$ cat src/rtl/bcd_scan_counter.sv
// bcd_scan_counter: multi-digit BCD up/down counter with a time-multiplexed digit scanner.
// Define BCD_SCAN_BLANK_EN to turn off leading-zero digits (digit 0 is always lit).
module bcd_scan_counter #(
    parameter int DIGITS   = 4,
    parameter int SCAN_DIV = 1000,
    parameter int SCAN_W   = 10
) (
    input  logic                  clk,
    input  logic                  rst_n,
    input  logic                  clr,
    input  logic                  load,
    input  logic [4*DIGITS-1:0]   load_val,
    input  logic                  en,
    input  logic                  up,
    input  logic                  inc,
    output logic [4*DIGITS-1:0]   count,
    output logic                  carry,
    output logic [3:0]            bcd,
    output logic [DIGITS-1:0]     dig
);

    localparam int IW = (DIGITS > 1) ? $clog2(DIGITS) : 1;

    logic [SCAN_W-1:0]   psc;
    logic [IW-1:0]       idx;
    logic [4*DIGITS-1:0] up_nxt;
    logic [4*DIGITS-1:0] dn_nxt;
    logic [4*DIGITS-1:0] ld_val;
    logic                all9;
    logic                all0;
    logic [3:0]          dv;
    logic [3:0]          lv;
    logic [3:0]          sel_nib;
    logic [DIGITS-1:0]   sel_dig;
    logic                hi_zero;
    logic                blank;

    // Ripple the "all lower digits at 9/0" enables to build both count directions and the load sanitiser
    always_comb begin
        up_nxt = '0;
        dn_nxt = '0;
        ld_val = '0;
        all9   = 1'b1;
        all0   = 1'b1;
        dv     = '0;
        lv     = '0;
        for (int i = 0; i < DIGITS; i++) begin
            dv = count[4*i +: 4];
            lv = load_val[4*i +: 4];
            up_nxt[4*i +: 4] = all9 ? ((dv == 4'd9) ? 4'd0 : dv + 4'd1) : dv;
            dn_nxt[4*i +: 4] = all0 ? ((dv == 4'd0) ? 4'd9 : dv - 4'd1) : dv;
            ld_val[4*i +: 4] = (lv > 4'd9) ? 4'd0 : lv;
            all9 = all9 & (dv == 4'd9);
            all0 = all0 & (dv == 4'd0);
        end
    end

    // Count register with clear > load > strobed count priority; carry marks a full wrap
    always_ff @(posedge clk or negedge rst_n) begin
        if (!rst_n) begin
            count <= '0;
            carry <= 1'b0;
        end else if (clr) begin
            count <= '0;
            carry <= 1'b0;
        end else if (load) begin
            count <= ld_val;
            carry <= 1'b0;
        end else if (en && inc) begin
            count <= up ? up_nxt : dn_nxt;
            carry <= up ? all9 : all0;
        end else begin
            carry <= 1'b0;
        end
    end

    // Select the scanned nibble and, with blanking, detect a leading-zero slot
    always_comb begin
        sel_nib = '0;
        sel_dig = '0;
        hi_zero = 1'b1;
        blank   = 1'b0;
        for (int i = DIGITS - 1; i >= 0; i--) begin
            hi_zero = hi_zero & (count[4*i +: 4] == 4'd0);
            if (idx == IW'(i)) begin
                sel_nib    = count[4*i +: 4];
                sel_dig[i] = 1'b1;
`ifdef BCD_SCAN_BLANK_EN
                blank      = hi_zero && (i != 0);
`endif
            end
        end
    end

    // Free-running prescaler steps the scan index; scanner outputs are registered from it
    always_ff @(posedge clk or negedge rst_n) begin
        if (!rst_n) begin
            psc <= '0;
            idx <= '0;
            bcd <= '0;
            dig <= '0;
        end else begin
            psc <= (psc == SCAN_W'(SCAN_DIV - 1)) ? '0 : psc + 1'b1;
            if (psc == SCAN_W'(SCAN_DIV - 1))
                idx <= (idx == IW'(DIGITS - 1)) ? '0 : idx + 1'b1;
            bcd <= sel_nib;
            dig <= blank ? '0 : sel_dig;
        end
    end

endmodule

$ cat config.mk
export PLATFORM = sky130hd
export DESIGN_NAME = bcd_scan_counter
export DESIGN_NICKNAME = d
export VERILOG_FILES = /design/src/rtl/bcd_scan_counter.sv
export SDC_FILE = /design/constraint.sdc
export NUM_CORES = 1
export LEC_CHECK = 0
export BUFFER_PORTS_ARGS = -buffer_cell sky130_fd_sc_hd__buf_2
export CAP_MARGIN = 20
export CORE_MARGIN = 5
export CORE_UTILIZATION = 30
export DETAILED_ROUTE_END_ITERATION = 10
export GPL_TIMING_DRIVEN = 0
export PLACE_DENSITY_LB_ADDON = 0.1
export SETUP_SLACK_MARGIN = 0.05
export SLEW_MARGIN = 25
export SYNTH_ARGS = -nofsm -noshare
export SYNTH_HDL_FRONTEND = slang
export SYNTH_SLANG_ARGS = --single-unit
$ cat constraint.sdc
create_clock -name clk -period 2.5 [get_ports clk]
set_clock_uncertainty 0.15 [all_clocks]
set_input_delay 0.5 -clock clk [delete_from_list [all_inputs] [get_ports clk]]
set_output_delay 0.5 -clock clk [all_outputs]
set_load 0.01 [all_outputs]
==> results.ini <==
[place]
dpl.hpwl_um = 5720
place_inst = 471
numPortBuffers = 47
gp_congestion = 0.839

[timing]
finalSetupViolations = 0
timing.final.hold_violations = 0
period_share_pct = 93.7
rsz0062_at_grt = false
tns_ns = 0
slew_headroom_pct = 42.7
worst_pin_slew_ns = 0.859
fmax_mhz = 427
slew_violations = 0
period_needed_ns = 2.34

[worst_setup_path]
crit_type = register to register
reg2reg_depth = 7
worst_setup_path_start_kind = register
cp_max_fo = 6
crit_path_end_kind = register
cp.required_ns = 2.54
worstPathArrival_ns = 2.39

[grt]
grt_pass1_wl_um = 12800
track_usage_pct = 14.2
first_global_vias = 2513
antenna_found_initial = 0
overflow = 0
grt_max_degree = 38

[route]
vias = 2583
ant_nets = 0
routed.top_layer = met4
route.detailed.drc = 0
drtIter0Drc = 111
route.met2.wl_um = 3600
wl_per_cell_um = 15.9
wl_met3_um = 343
via_per_inst = 5.29
drt_wl_total_um = 7780
routedLengthMet1_um = 3720
first_pass_iters = 4

[cts]
ctsHoldBuffers = 0
clock-sinks = 37
cts_tree = yes
clk_pin_slew_worst_paths_ns = 0.09
cts.htree.levels = 2
insertion_delay_ns = 0.30
cts_buffers = 5
root_buffer = clkbuf_8
clockBufferDepth = 2

[final_layout]
final_cells = 488
drive_gt1_share_pct = 26.0
fill_cells = 983
nets = 414
ff_latch_area_sq_um = 931
multiInputGateArea_sq_um = 1710
final_util_pct = 36.7
syn2layout_area_growth_pct = 21.2
diodes = 0

[yosys]
synth_xor_area_share_pct = 3.50
ys.flop_type = dfrtp_1
yosys-top-cells-area = dfrtp_1 34%, ha_1 6.8%, a21oi_1 5.6%, nand2_1 4.1%, nand3b_1 3.3%
syn_area_sq_um = 2760
synth-warning-count = 0
synth_top_family_by_area = compound AO/OA/AOI/OAI gates
synth_edf_count = 0
synthDistinctLibCells = 68
post_synth_and_or_nand_nor_area_fraction_pct = 23.3
ys_ff_latch = 37
synth_sequential_area_ratio_pct = 33.6
netlist_instances = 313
yosys.area_share.adder_pct = 6.81
synth_area_leader_cell = dfrtp_1
synthesis.area_per_instance_sq_um = 8.81
synth_fp_nets = 351
synth_compound_area_share_pct = 24.2
async_reset_ff_share_pct = 100
synth_mux_area_share_pct = 3.45
synth_top_area_share_pct = 33.6

[floorplan]
start_util_pct = 30.3
rows = 35
die_x_um = 106
core-area_sq_um = 9110
dieArea_sq_um = 11200
dieHeight_um = 106
io_pins = 48

[power]
finalPower_uw = 1540
p_leak_uw = 0.00143
power.density_nw_per_um2 = 460
vdd_drop_max_mv = 0.200

[flow_run]
maxCapViolCount = 0

[hold_path]
hp-class = primary input to asynchronous set/reset pin

[status]
status = finished clean

stage by stage:
| step | cell area, sq um | hold WS (ns) | setup slack (ns) |
|---|---|---|---|
| 5_1_grt | 3340 | 0.231 | 0.0452 |
| 2_1_floorplan | 2760 | 0.0544 | 0.234 |
| 3_5_place_dp | 3130 | 0.309 | -0.0111 |
| 3_3_place_gp | 3130 | 0.299 | 0.0134 |
| 4_1_cts | 3250 | 0.190 | 0.0605 |
| 6_report | 3340 | 0.152 | 0.158 |
cell families (layout without fill, tap and decap cells):
group | after synthesis | after routing
AOI/OAI and AO/OA | 95 | 95
xor gates and xnor gates | 11 | 11
adders and majority gates | 15 | 15
buffers and inverters | 33 | 97
DFF | 37 | 37
muxes | 9 | 9
and+or+nand+nor | 113 | 113
cell usage after synthesis, types with 2 or more instances:
cell / instances
nand3b_1: 12
o21ai_1: 4
a21boi_0: 3
or2_2: 2
mux2_2: 2
nand2_1: 30
ha_1: 15
nand3_1: 12
mux2_1: 2
nor3_1: 3
xor2_1: 5
xnor2_1: 6
o211ai_1: 4
nor4_1: 2
nor2_1: 23
or4_1: 2
nor2b_1: 2
o21ai_0: 14
a211oi_2: 2
a211oi_1: 4
nor4b_1: 2
a221oi_1: 2
nor3b_1: 3
nand4b_1: 2
a22oi_1: 3
o31ai_1: 2
a211o_1: 3
mux2i_1: 5
nand2b_1: 4
buf_2: 8
a21oi_1: 31
and2_1: 3
a311oi_1: 3
inv_1: 15
o41ai_1: 2
dfrtp_1: 37
o21a_1: 2
clkbuf_1: 7
state kept, by name, summed over array words and instances, names as in the netlist:
signal  flops
dig         4
bcd         4
idx         2
count      16
carry       1
psc        10
worst paths after layout:
path	end	from	slack [ns]
max	count[5]$_DFFE_PN0P_	count[0]$_DFFE_PN0P_	0.16
min	count[13]$_DFFE_PN0P_	rst_n	0.15
max reg2reg	count[5]$_DFFE_PN0P_	count[0]$_DFFE_PN0P_	0.16
min reg2reg	psc[0]$_DFF_PN0_	psc[0]$_DFF_PN0_	0.32
max in group asynchronous	count[1]$_DFFE_PN0P_	rst_n	1.46
min in group clk	count[5]$_DFFE_PN0P_	load_val[5]	0.30
cells in the final DEF (no fill, tap or decap), types with 3 or more instances in the layout:
master,netlist,routed
a211o_1,3,3
a211oi_1,4,4
a21boi_0,3,3
a21oi_1,31,31
a22oi_1,3,3
a311oi_1,3,3
and2_1,3,3
buf_2,8,55
buf_4,0,9
clkbuf_1,7,7
clkbuf_8,0,5
dfrtp_1,37,33
dfrtp_2,0,4
ha_1,15,13
inv_1,15,15
mux2i_1,5,5
nand2_1,30,30
nand2b_1,4,4
nand3_1,12,12
nand3b_1,12,12
nor2_1,23,23
nor3_1,3,3
nor3b_1,3,3
o211ai_1,4,4
o21ai_0,14,14
o21ai_1,4,4
xnor2_1,6,6
xor2_1,5,5
cell type report:
class	instances	area share, %
Sequential cell	37	27.9
Tap cell	111	4.16
Buffer	16	2.32
Timing Repair Buffer	56	9.07
Inverter	17	1.91
Clock inverter	3	1.39
Multi-Input combinational cell	243	51.2
Clock buffer	5	2.06
power breakdown:
part / switching [uW] / internal, uW / total, uW
clock: 266 / 299 / 566
combinational: 193 / 135 / 328
sequential: 25.3 / 618 / 643
metal layers:
| layer | vias up | global-route usage (%) |
|---|---|---|
| met5 | - | 0 |
| met4 | 0 | 4.07 |
| met3 | 10 | 2.88 |
| met2 | 53 | 22.8 |
| met1 | 1257 | 19.4 |
| li1 | 1263 | - |
repair_timing:
item	4_1_cts	5_1_grt
setup endpoints to repair	2	4
pin swaps	0	1
buffers inserted	0	9
resized for setup	3	5
critical path, cell delays in order (launching register included):
cell and delay, ns:
dfrtp_2 0.45, inv_1 0.11, ha_2 0.23, or3b_1 0.39, a211oi_1 0.52, o211ai_1 0.18, o211ai_1 0.14, nand2_1 0.06
No activity file was read; power rests on OpenSTA's default activity.
